## src/rtl/stopwatch_btn_ctrl_pkg.sv

```systemverilog
// Stopwatch button control: shared FSM state and button index constants.
// Imported by the button front end and the run-control FSM.
package stopwatch_pkg;

  typedef enum logic [1:0] {
    ST_IDLE  = 2'd0,
    ST_RUN   = 2'd1,
    ST_PAUSE = 2'd2,
    ST_LAP   = 2'd3
  } state_t;

  localparam int BTN_START = 0;
  localparam int BTN_LAP   = 1;

endpackage

```

## src/rtl/stopwatch_btn_ctrl_if.sv

```systemverilog
// Stopwatch control bundle: raw buttons in, run/lap/clear/debug out.
// master = the controller, slave = the button/counter/display side.
interface stopwatch_btn_ctrl_if;

  logic [1:0] btn;
  logic       run;
  logic       lap_hold;
  logic       clear_p;
  logic [1:0] btn_pedge;
  logic [1:0] state;

  modport master (
    input  btn,
    output run,
    output lap_hold,
    output clear_p,
    output btn_pedge,
    output state
  );

  modport slave (
    output btn,
    input  run,
    input  lap_hold,
    input  clear_p,
    input  btn_pedge,
    input  state
  );

endinterface

```

## src/rtl/stopwatch_btn_ctrl_debounce.sv

```systemverilog
// One-button conditioner: 2-FF sync, debounce counter, press-edge pulse.
// Ports: clk, reset_p (sync, active-high), btn_raw in, pedge out.
module btn_debounce #(
  parameter int DEBOUNCE_CYCLES = 1_250_000
) (
  input  logic clk,
  input  logic reset_p,
  input  logic btn_raw,
  output logic pedge
);

  localparam int CW = $clog2(DEBOUNCE_CYCLES);
  localparam logic [CW-1:0] CNT_MAX = CW'(DEBOUNCE_CYCLES - 1);

  logic          s1;
  logic          s2;
  logic          db;
  logic          db_prev;
  logic [CW-1:0] cnt;

  always_ff @(posedge clk) begin
    if (reset_p) begin
      s1      <= 1'b0;
      s2      <= 1'b0;
      db      <= 1'b0;
      db_prev <= 1'b0;
      cnt     <= '0;
      pedge   <= 1'b0;
    end else begin
      s1      <= btn_raw;
      s2      <= s1;
      // Any return to the accepted level restarts the count.
      if (s2 == db) begin
        cnt <= '0;
      end else if (cnt == CNT_MAX) begin
        db  <= s2;
        cnt <= '0;
      end else begin
        cnt <= cnt + 1'b1;
      end
      db_prev <= db;
      pedge   <= db & ~db_prev;
    end
  end

endmodule

```

## src/rtl/stopwatch_btn_ctrl.sv

```systemverilog
// Stopwatch run-control FSM fed by two debounced buttons.
// Ports: clk, reset_p (sync, active-high), bus (master: btn in, outputs).
module stopwatch_btn_ctrl
  import stopwatch_pkg::*;
#(
  parameter int DEBOUNCE_CYCLES = 1_250_000
) (
  input  logic                 clk,
  input  logic                 reset_p,
  stopwatch_btn_ctrl_if.master bus
);

  logic [1:0] pedge;
  state_t     st_q;
  state_t     st_d;
  logic       clr_d;
  logic       run_q;
  logic       lap_q;
  logic       clr_q;

  btn_debounce #(
    .DEBOUNCE_CYCLES(DEBOUNCE_CYCLES)
  ) u_db_start (
    .clk    (clk),
    .reset_p(reset_p),
    .btn_raw(bus.btn[BTN_START]),
    .pedge  (pedge[BTN_START])
  );

  btn_debounce #(
    .DEBOUNCE_CYCLES(DEBOUNCE_CYCLES)
  ) u_db_lap (
    .clk    (clk),
    .reset_p(reset_p),
    .btn_raw(bus.btn[BTN_LAP]),
    .pedge  (pedge[BTN_LAP])
  );

  // Start/stop is tested first so it wins over a same-cycle lap press.
  always_comb begin
    st_d  = st_q;
    clr_d = 1'b0;
    unique case (st_q)
      ST_IDLE: begin
        if (pedge[BTN_START]) st_d = ST_RUN;
      end
      ST_RUN: begin
        if (pedge[BTN_START])    st_d = ST_PAUSE;
        else if (pedge[BTN_LAP]) st_d = ST_LAP;
      end
      ST_LAP: begin
        if (pedge[BTN_START])    st_d = ST_PAUSE;
        else if (pedge[BTN_LAP]) st_d = ST_RUN;
      end
      ST_PAUSE: begin
        if (pedge[BTN_START]) begin
          st_d = ST_RUN;
        end else if (pedge[BTN_LAP]) begin
          st_d  = ST_IDLE;
          clr_d = 1'b1;
        end
      end
      default: st_d = ST_IDLE;
    endcase
  end

  // Outputs decoded from the next state so they move with state.
  always_ff @(posedge clk) begin
    if (reset_p) begin
      st_q  <= ST_IDLE;
      run_q <= 1'b0;
      lap_q <= 1'b0;
      clr_q <= 1'b0;
    end else begin
      st_q  <= st_d;
      run_q <= (st_d == ST_RUN) || (st_d == ST_LAP);
      lap_q <= (st_d == ST_LAP);
      clr_q <= clr_d;
    end
  end

  assign bus.run       = run_q;
  assign bus.lap_hold  = lap_q;
  assign bus.clear_p   = clr_q;
  assign bus.btn_pedge = pedge;
  assign bus.state     = st_q;

endmodule

```

## src/flat_wrapper.sv

```systemverilog
// flat-port wrapper written by rule: the top's interface ports become plain ports
module stopwatch_btn_ctrl_flat import stopwatch_pkg::*;
#(
  parameter int DEBOUNCE_CYCLES = 1_250_000
)
  (clk, reset_p, bus_btn, bus_run, bus_lap_hold, bus_clear_p, bus_btn_pedge, bus_state);
  stopwatch_btn_ctrl_if bus_i ();
  input  logic clk;
  input  logic reset_p;
  input wire logic [$bits(bus_i.btn)-1:0] bus_btn;
  output wire logic [$bits(bus_i.run)-1:0] bus_run;
  output wire logic [$bits(bus_i.lap_hold)-1:0] bus_lap_hold;
  output wire logic [$bits(bus_i.clear_p)-1:0] bus_clear_p;
  output wire logic [$bits(bus_i.btn_pedge)-1:0] bus_btn_pedge;
  output wire logic [$bits(bus_i.state)-1:0] bus_state;
  assign bus_i.btn = bus_btn;
  assign bus_run = bus_i.run;
  assign bus_lap_hold = bus_i.lap_hold;
  assign bus_clear_p = bus_i.clear_p;
  assign bus_btn_pedge = bus_i.btn_pedge;
  assign bus_state = bus_i.state;
  stopwatch_btn_ctrl #(.DEBOUNCE_CYCLES(DEBOUNCE_CYCLES)) u_core (.clk(clk), .reset_p(reset_p), .bus(bus_i));
endmodule
```

## config.mk

```make
export PLATFORM = sky130hd
export DESIGN_NAME = stopwatch_btn_ctrl_flat
export DESIGN_NICKNAME = d
export VERILOG_FILES = /design/src/rtl/stopwatch_btn_ctrl_pkg.sv /design/src/rtl/stopwatch_btn_ctrl_if.sv /design/src/rtl/stopwatch_btn_ctrl_debounce.sv /design/src/rtl/stopwatch_btn_ctrl.sv /design/src/flat_wrapper.sv
export SDC_FILE = /design/constraint.sdc
export NUM_CORES = 1
export LEC_CHECK = 0
export BUFFER_PORTS_ARGS = -buffer_cell sky130_fd_sc_hd__buf_4
export CAP_MARGIN = 0
export CORE_ASPECT_RATIO = 1.75
export CORE_UTILIZATION = 49
export CTS_CLUSTER_SIZE = 10
export DETAILED_ROUTE_END_ITERATION = 10
export PLACE_DENSITY = 0.67
export SETUP_SLACK_MARGIN = 0.4
export SYNTH_ARGS = -nofsm -noshare
export SYNTH_HDL_FRONTEND = slang
export SYNTH_SLANG_ARGS = --single-unit
```

## constraint.sdc

```tcl
create_clock -name clk -period 5.2 [get_ports clk]
set_clock_uncertainty 0.15 [all_clocks]
set_input_delay 0.78 -clock clk [delete_from_list [all_inputs] [get_ports clk]]
set_output_delay 0.78 -clock clk [all_outputs]
set_load 0.005 [all_outputs]
```

-- Word-level counts from Yosys, hierarchy flattened
Cells that the tools add are included.
- flip-flop bits (word level): 57
- input bits: 4
- output and inout bits: 7
- add/sub/neg operators: 2
- equality and inequality tests: 9
- multiplexer cells: 9
- bitwise logic cells: 7
- reduce and logical (&&, ||, !) cells: 7
- operators with widths (kind ; number):
    $add 21x1->21 const B ; 2
    $eq 21x21->1 const B ; 2
    $mux 2 ; 7
    $reduce_or 3->1 ; 3
    $pmux 2 s4 ; 1
    $eq 2x2->1 const B ; 3
    $not 1->1 ; 5
    $eq 2x1->1 const B ; 2
    $reduce_and 2->1 ; 2
    $and 1x1->1 ; 2
    $eq 1x1->1 ; 2
    $logic_not 2->1 ; 1
    $logic_or 1x1->1 ; 1
    $mux 1 ; 1

-- Longest topological paths before layout
Gate-level depths: netlist of run 1.
- word-level depth: 5
- gate-level depth with buffers: 6
- mapped depth without buffers: 5

-- Hierarchy
From an unflattened synthesis of run 1, not the netlist that was laid out.
- cell total of the unflattened synthesis: 251
- area, all modules: 2378.5 µm²
- modules (own cells, without submodules) (module ; instances ; cells an instance ; area each (µm²)):
    btn_debounce at u_core.u_db_start ; 1 ; 119 ; 1129.8
    btn_debounce at u_core.u_db_lap ; 1 ; 117 ; 1093.5
    stopwatch_btn_ctrl ; 1 ; 15 ; 155.1

-- Worst setup path before layout of run 1
No wires, ideal clock.
- path type: reg-to-reg
- start: register u_core.u_db_start.cnt[0]
- end: register u_core.u_db_start.cnt[20]
- library setup time: 71 ps
- arrival: 1786 ps
- path slack: 3194 ps
- cell stages (with the launch flop): 7
- path buffers: 1
- period minus slack after synthesis: 2006 ps
- cell sequence: dfxtp_1 > ha_1 > nand3_1 > or3_1 > clkbuf_2 > or4_1 > a21oi_1
- longest elaborated chain between the ends: 2
- elaborated cells between the ends (all ways): 3
- those cells by class: add/sub (1); eq/ne (1); reduce/logical (1)
- RTL lines (item ; RTL line ; text):
    start: declaration ; stopwatch_btn_ctrl_debounce.sv:19 ; logic [CW-1:0] cnt;
    start signal: assignment ; stopwatch_btn_ctrl_debounce.sv:39 ; cnt <= cnt + 1'b1;
    branches (longest 2 deep; another with $add 21x1->21) ; n/a ;
Parallel ways; which one is timed is not known.
A chain may end at the register's enable or synchronous reset.

-- Worst setup path in the final report of run 1
- start: register u_core.u_db_lap.cnt[14]
- end: register u_core.u_db_lap.cnt[2]
- longest elaborated chain between the ends: 2
- RTL lines (item ; RTL line ; text):
    start: declaration ; stopwatch_btn_ctrl_debounce.sv:19 ;
    start signal: assignment ; stopwatch_btn_ctrl_debounce.sv:39 ;
    $eq 21x21->1 ; stopwatch_btn_ctrl_debounce.sv:35 ; end else if (cnt == CNT_MAX) begin
    $reduce_or 3->1 (no source line) ; n/a ;
No other way between the ends.

==> flow_summary_export.csv, run 1 <==
group,metric,value,unit
cts,cts_buffers,5,
worst_setup_path,worstReg2RegEnd,"u_core.u_db_lap.cnt[2]$_SDFF_PP0_",
detailed_routing,remaining_drc_errors,0,
logic_synthesis,sequential_fraction_of_the_synthesis_area,46.8,%
logic_synthesis,yosysWarnings,0,
worst_setup_path,timing.critical_path.arrival,2400,ps
global_routing,gr-usage-all-layers,19.1,%
logic_synthesis,syn-cell-area,2390,µm²
sta,rsz0062_at_grt,"false",
sta,final_min_period_over_clock_period,45.8,%
worst_setup_path,critical-path-max-stage-delay,680,ps
floorplan,initial_core_util,50.9,%
worst_setup_path,end_kind,"flop",
logic_synthesis,async_flop_share,0,%
cts,cts_root_buf,"sky130_fd_sc_hd__clkbuf_8",
worst_hold_path,min_to,"u_core.u_db_start.pedge$_SDFF_PP0_",
final_layout,fillerInstances,456,
floorplan,full_die_area,5180,µm²
cts,cts_hold_buffers,0,
pwr,pwr_density_cell,268,nW/µm²
cts,clock_sinks,56,
worst_setup_path,criticalPathCategory,"flop to flop",
sta,hold_viol,0,
logic_synthesis,post_synth_inst_count,269,
worst_setup_path,timing.critical_path.cells,"or4_1, or4_4, o21ai_2, nor2_1",
cts,ctsHtreeMaxLevel,2,
sta,fin_tns_setup,0,ps
detailed_routing,drt_pre_antenna_iters,4,
place,gp_congestion,0.733,
detailed_routing,drt-wirelength-per-cell,13.5,µm
global_routing,wire_length_of_the_first_global_routing_pass,7330,µm
logic_synthesis,synth_most_common_cell,"sky130_fd_sc_hd__dfxtp_1",
worst_hold_path,whs_path_depth,1,
detailed_routing,met3_wirelength,98,µm
sta,min_cycle_time_layout,2380,ps
floorplan,core.rowCount,33,
floorplan,top_ports,11,
worst_setup_path,crit_slowest_cell,"sky130_fd_sc_hd__o21ai_2",
logic_synthesis,netlist-cell-type-count,33,
floorplan,die-width,54.8,µm
final_layout,top_regs,"u_core.u_db_lap.cnt: 21 flops, u_core.u_db_start.cnt: 21 flops",
final_layout,design_area,2580,µm²
global_routing,grt_start_max_net_pins,22,
cts,clk_latency_worst_skew_pair,320,ps
pwr,irDropWorstVdd,211,µV
final_layout,syn_to_final_growth,7.68,%
cts,clk_pin_slew,110,ps
worst_hold_path,worstHoldStart,"u_core.u_db_start.db_prev$_SDFF_PP0_",
logic_synthesis,syn-mean-instance-area,8.90,µm²
logic_synthesis,share_of_the_synthesized_area_in_the_top_cell_type,46.8,%
global_routing,first_global_vias,1706,
cts,cts_tree,"yes",
sta,clock.fmax,0.420,GHz
worst_setup_path,regToRegStartpoint,"u_core.u_db_lap.cnt[14]$_SDFF_PP0_",
sta,setup_viol,0,
detailed_routing,topRoutingLayerUsed,"met4",
cts,cts-resized-gates,0,
detailed_routing,detailed_route_wl,4450,µm
global_routing,grt-ovfl-total,0,
worst_hold_path,hp-class,"flop to flop",
logic_synthesis,synth_commonest_cells,"sky130_fd_sc_hd__dfxtp_1 (56), sky130_fd_sc_hd__nor2_1 (35), sky130_fd_sc_hd__xnor2_1 (20)",
detailed_routing,routed-wl-met2,2390,µm
worst_setup_path,critical_path_buf_inv_count,0,
sta,slew_headroom,43.2,%
worst_setup_path,crit_path_max_fanout,21,
place,hpwlAfterDp,3140,µm
logic_synthesis,synth_fp_nets,275,
worst_setup_path,worst_setup_path_start_kind,"flop",
worst_setup_path,rrSetupSlack,2820,ps
pwr,p_leak,0.785,nW
global_routing,antenna_violations_before_repair,0,
sta,drv_slew,0,
logic_synthesis,synth_top_cell_by_area,"sky130_fd_sc_hd__dfxtp_1",
worst_setup_path,worst-path-stages,4,
cts,cts_post_setup_buffers_inserted,0,
detailed_routing,met1_length,1870,µm
logic_synthesis,synth_edf_count,0,
status,outcome,"complete, no violations",
sta,tightestPinTransition,852,ps
worst_setup_path,r2r.worst_path.cells,4,
final_layout,final_layout_size_suffix_gt1_share,8.99,%
place,port_buffers,10,
final_layout,diodes,0,
final_layout,final_nets,283,
logic_synthesis,synth_area_leaders,"sky130_fd_sc_hd__dfxtp_1 (47%), sky130_fd_sc_hd__xnor2_1 (7.3%), sky130_fd_sc_hd__nor2_1 (5.5%), sky130_fd_sc_hd__or3_1 (3.4%), sky130_fd_sc_hd__a21oi_1 (3.3%)",
logic_synthesis,ys_seq_elements,56,
detailed_routing,drt.antenna.violating_nets,0,
worst_setup_path,worst_path_dominant_cell_family,"simple AND/OR/NAND/NOR gates",
flow_run,max_cap_violations,0,
worst_setup_path,required,5220,ps
logic_synthesis,yosys_most_used_dff,"sky130_fd_sc_hd__dfxtp_1",
cts,cts_max_path_buffers,2,
place,dpl_cell_area,2480,µm²
detailed_routing,viasPerCell,5.70,
detailed_routing,detailroute.via_count,1881,
detailed_routing,detail_route.iter0.violations,32,
floorplan,placeableCoreArea,4710,µm²
floorplan,die_height,94.5,µm
cell type report:
| type | count | area [µm²] | area share, % |
|---|---|---|---|
| multi-input combinational | 192 | 1170 | 45.4 |
| clock inverter | 3 | 27.5 | 1.07 |
| tap | 52 | 65.1 | 2.52 |
| inverter | 11 | 41.3 | 1.60 |
| sequential | 56 | 1120 | 43.5 |
| timing repair buffer | 11 | 82.6 | 3.20 |
| clock buffer | 5 | 68.8 | 2.67 |
layout by cell type (no fill, tap or decap), types with 2 or more instances in the layout:
cell,n
sky130_fd_sc_hd__and4_1,4
sky130_fd_sc_hd__a21oi_1,16
sky130_fd_sc_hd__nor4b_1,4
sky130_fd_sc_hd__buf_4,11
sky130_fd_sc_hd__o21ai_0,11
sky130_fd_sc_hd__nor2b_1,9
sky130_fd_sc_hd__or3_1,13
sky130_fd_sc_hd__and3_1,4
sky130_fd_sc_hd__nor2_1,35
sky130_fd_sc_hd__o31ai_1,5
sky130_fd_sc_hd__clkbuf_8,5
sky130_fd_sc_hd__dfxtp_1,56
sky130_fd_sc_hd__ha_1,2
sky130_fd_sc_hd__xnor2_1,20
sky130_fd_sc_hd__and2_1,2
sky130_fd_sc_hd__inv_1,11
sky130_fd_sc_hd__nor4_1,7
sky130_fd_sc_hd__nand3_1,10
sky130_fd_sc_hd__xor2_1,9
sky130_fd_sc_hd__or4_1,6
sky130_fd_sc_hd__nand2_1,13
sky130_fd_sc_hd__nor3_1,3
sky130_fd_sc_hd__nand4_1,11
cell families after synthesis:
| kind of cell | count (synthesis) | synth area share [%] |
|---|---|---|
| AO/OA/AOI/OAI | 34 | 7.79 |
| AND/OR/NAND/NOR | 127 | 29.5 |
| XOR/XNOR | 29 | 10.6 |
| buffers and inverters | 21 | 4.23 |
| flip-flops | 56 | 46.8 |
| adder cells (fa/ha/maj) | 2 | 1.05 |
per-stage QoR:
stage          total power (W)  util, %  std cells  hold slack, ps  setup WS [ps]
2_1_floorplan         0.000447        -        269             217           3190
3_3_place_gp          0.000450     52.7        322             222           2850
3_5_place_dp          0.000450     52.7        322             231           2810
4_1_cts               0.000701     54.8        330             248           2810
5_1_grt               0.000717     54.8        330             259           2670
6_report              0.000691     54.8        330             245           2820
power breakdown:
group	internal [W]	switching (W)	total (W)
Sequential	0.000431	0.00000107	0.000432
Clock	0.0000992	0.000152	0.000251
Combinational	0.00000341	0.00000531	0.00000872
how the worst max path moves through the flow:
stage,startpoint,endpoint,slack [ps]
after floorplan,u_core.u_db_start.cnt[0]$_SDFF_PP0_,u_core.u_db_start.cnt[20]$_SDFF_PP0_,3190
after global placement,u_core.u_db_lap.cnt[14]$_SDFF_PP0_,u_core.u_db_lap.cnt[3]$_SDFF_PP0_,2850
after detailed placement,u_core.u_db_lap.cnt[14]$_SDFF_PP0_,u_core.u_db_lap.cnt[7]$_SDFF_PP0_,2810
after global routing,u_core.u_db_lap.cnt[14]$_SDFF_PP0_,u_core.u_db_lap.cnt[2]$_SDFF_PP0_,2670
final,u_core.u_db_lap.cnt[14]$_SDFF_PP0_,u_core.u_db_lap.cnt[2]$_SDFF_PP0_,2820
after CTS,u_core.u_db_lap.cnt[14]$_SDFF_PP0_,u_core.u_db_lap.cnt[2]$_SDFF_PP0_,2810
metal layers:
layer | up-vias | track usage [%]
met1 | 885 | 20.3
met4 | 0 | 8.76
met5 | - | 0
li1 | 955 | -
met2 | 28 | 33.6
met3 | 13 | 4.19
Note: power is estimated with default switching activity, not from simulation.
==> run 2: changes to the inputs <==
==> constraint.sdc (replaced) <==
create_clock -name clk -period 2.5 [get_ports clk]
set_clock_uncertainty 0.15 [all_clocks]
set_input_delay 0.375 -clock clk [delete_from_list [all_inputs] [get_ports clk]]
set_output_delay 0.375 -clock clk [all_outputs]
set_load 0.005 [all_outputs]
==> run 2 against run 1 <==
Sequential power increased by 110%; hold slack got worse by 130 ps; sequential share of layout area shrank 1.0 points; critical path type unchanged; critical endpoint is now u_core.u_db_lap.cnt[20]$_SDFF_PP0_; largest cell class unchanged.
==> flow_summary_export.csv, run 2 (synthesis gave the netlist of run 1 again) <==
group,metric,value,unit
status,outcome,"complete, no violations",
final_layout,syn_to_final_growth,10.6,%
worst_setup_path,r2r.worst_path.cells,5,
sta,rsz0062_at_grt,"false",
flow_run,max_cap_violations,0,
cts,cts_tree,"yes",
place,gp_congestion,0.777,
cts,cts_hold_buffers,0,
place,port_buffers,10,
pwr,p_leak,0.809,nW
global_routing,first_global_vias,1779,
final_layout,final_nets,288,
worst_setup_path,worst_setup_path_start_kind,"flop",
floorplan,die_height,94.5,µm
global_routing,wire_length_of_the_first_global_routing_pass,7450,µm
worst_setup_path,worst-path-stages,5,
floorplan,top_ports,11,
floorplan,initial_core_util,50.9,%
sta,fin_tns_setup,0,ps
pwr,irDropWorstVdd,352,µV
worst_setup_path,rrSetupSlack,470,ps
global_routing,grtUsageMet1,20.0,%
floorplan,die-width,54.8,µm
detailed_routing,drt_pre_antenna_iters,4,
sta,setup_viol,0,
worst_hold_path,whs_path_depth,2,
final_layout,layout.cells.non_filler,335,
cts,cts_max_path_buffers,2,
cts,cts_root_buf,"sky130_fd_sc_hd__clkbuf_8",
worst_setup_path,regToRegStartpoint,"u_core.u_db_lap.cnt[0]$_SDFF_PP0_",
global_routing,gr-usage-all-layers,19.5,%
global_routing,grt-ovfl-total,0,
detailed_routing,drt.antenna.violating_nets,0,
global_routing,antenna_violations_before_repair,0,
sta,hold_viol,0,
final_layout,fillerInstances,466,
detailed_routing,detail_route.iter0.violations,31,
worst_setup_path,crit_path_max_fanout,4,
detailed_routing,detailroute.via_count,1902,
worst_setup_path,criticalPathCategory,"flop to flop",
sta,drv_slew,0,
sta,clock.fmax,0.492,GHz
cts,ctsHtreeMaxLevel,2,
pwr,pwr_density_cell,542,nW/µm²
worst_hold_path,hp-class,"input port to flop",
cts,cts_buffers,5,
worst_setup_path,required,2600,ps
worst_setup_path,timing.critical_path.cells,"ha_2, nand4_1, or3_4, or4_1, a21oi_2",
cts,clock_sinks,56,
final_layout,diodes,0,
detailed_routing,viasPerCell,5.68,
worst_setup_path,critical-path-max-stage-delay,520,ps
global_routing,gr_met2_demand_resource,35.0,%
cts,clk_pin_slew,110,ps
floorplan,placeableCoreArea,4710,µm²
worst_setup_path,critical_path_buf_inv_count,0,
sta,min_cycle_time_layout,2030,ps
worst_hold_path,worstHoldStart,"bus_btn[1]",
worst_setup_path,worst_path_dominant_cell_family,"simple AND/OR/NAND/NOR gates",
place,hpwlAfterDp,3190,µm
detailed_routing,detailed_route_wl,4470,µm
global_routing,grt.met3_usage,3.70,%
final_layout,final_layout_size_suffix_gt1_share,14.1,%
detailed_routing,remaining_drc_errors,0,
detailed_routing,drt-wirelength-per-cell,13.3,µm
sta,slew_headroom,75.6,%
sta,final_min_period_over_clock_period,81.3,%
floorplan,full_die_area,5180,µm²
global_routing,grt_start_max_net_pins,22,
floorplan,core.rowCount,33,
sta,tightestPinTransition,362,ps
final_layout,top_regs,"u_core.u_db_lap.cnt: 21 flops, u_core.u_db_start.cnt: 21 flops",
final_layout,mostFrequentLayoutCells,"sky130_fd_sc_hd__dfxtp_1 (53), sky130_fd_sc_hd__nor2_1 (35), sky130_fd_sc_hd__xnor2_1 (20), sky130_fd_sc_hd__a21oi_1 (15), sky130_fd_sc_hd__buf_4 (15)",
cts,clk_latency_worst_skew_pair,320,ps
worst_hold_path,min_to,"u_core.u_db_lap.s1$_SDFF_PP0_",
global_routing,grt.busiest_layer,"met2",
worst_setup_path,worstReg2RegEnd,"u_core.u_db_lap.cnt[20]$_SDFF_PP0_",
final_layout,layout_commonest_cell,"sky130_fd_sc_hd__dfxtp_1",
worst_setup_path,timing.critical_path.arrival,2130,ps
place,post-place-cells,324,
worst_setup_path,crit_slowest_cell,"sky130_fd_sc_hd__or4_1",
worst_setup_path,end_kind,"flop",
[run 2: layer usage]
layer  share of wire (%)  vias to the layer above
li1                    -                      960
met4                 2.5                        0
met5                   0                        -
met3                 2.6                       10
met1                  39                      899
met2                  56                       33
[run 2: worst reg2reg max path, cell delays in order (launching register included)]
cell	delay, ps
sky130_fd_sc_hd__dfxtp_2	360
sky130_fd_sc_hd__ha_2	210
sky130_fd_sc_hd__nand4_1	150
sky130_fd_sc_hd__or3_4	430
sky130_fd_sc_hd__or4_1	520
sky130_fd_sc_hd__a21oi_2	150
[run 2: how the worst max path moves through the flow]
stage | from | endpoint
global route | u_core.u_db_start.cnt[1]$_SDFF_PP0_ | u_core.u_db_start.cnt[20]$_SDFF_PP0_
detailed placement | u_core.u_db_start.cnt[0]$_SDFF_PP0_ | u_core.u_db_start.cnt[18]$_SDFF_PP0_
CTS | u_core.u_db_start.cnt[0]$_SDFF_PP0_ | u_core.u_db_start.cnt[18]$_SDFF_PP0_
floorplan | u_core.u_db_start.cnt[0]$_SDFF_PP0_ | u_core.u_db_start.cnt[20]$_SDFF_PP0_
global placement | u_core.u_db_start.cnt[0]$_SDFF_PP0_ | u_core.u_db_start.cnt[20]$_SDFF_PP0_
finish | u_core.u_db_lap.cnt[0]$_SDFF_PP0_ | u_core.u_db_lap.cnt[20]$_SDFF_PP0_
[run 2: final cells by class]
class | instances | area [µm²] | share of cell area (%)
clock inverter | 3 | 25.0 | 0.945
clock buffer | 5 | 68.8 | 2.60
tap | 52 | 65.1 | 2.46
multi-input combinational | 192 | 1200 | 45.3
sequential | 56 | 1120 | 42.5
inverter | 11 | 41.3 | 1.56
timing repair buffer | 16 | 124 | 4.68
[run 2: repair_timing]
item | 4_1_cts | 5_1_grt
gates resized for setup | 3 | 8
hold endpoints to repair | 0 | 0
gates cloned | 0 | 0
setup endpoints to repair | 3 | 23
buffers inserted | 0 | 3
[run 2: metrics by stage]
step	utilization (%)	cell area (µm²)	hold WS (ps)	worst slack, ps	total power [W]
6_report	56.2	2650	110	469	0.00144
5_1_grt	56.2	2650	109	398	0.00149
4_1_cts	55.2	2600	107	420	0.00146
3_5_place_dp	53.0	2500	230	391	0.000937
3_3_place_gp	53.0	2500	223	450	0.000937
2_1_floorplan	-	2390	217	494	0.000931
[run 2: report_power, final]
group	total (W)	switching [W]	leakage, nW	internal (W)
Sequential	0.000898	0.00000208	0.453	0.000896
Clock	0.000518	0.000313	0.0452	0.000205
Combinational	0.0000202	0.0000113	0.311	0.00000891
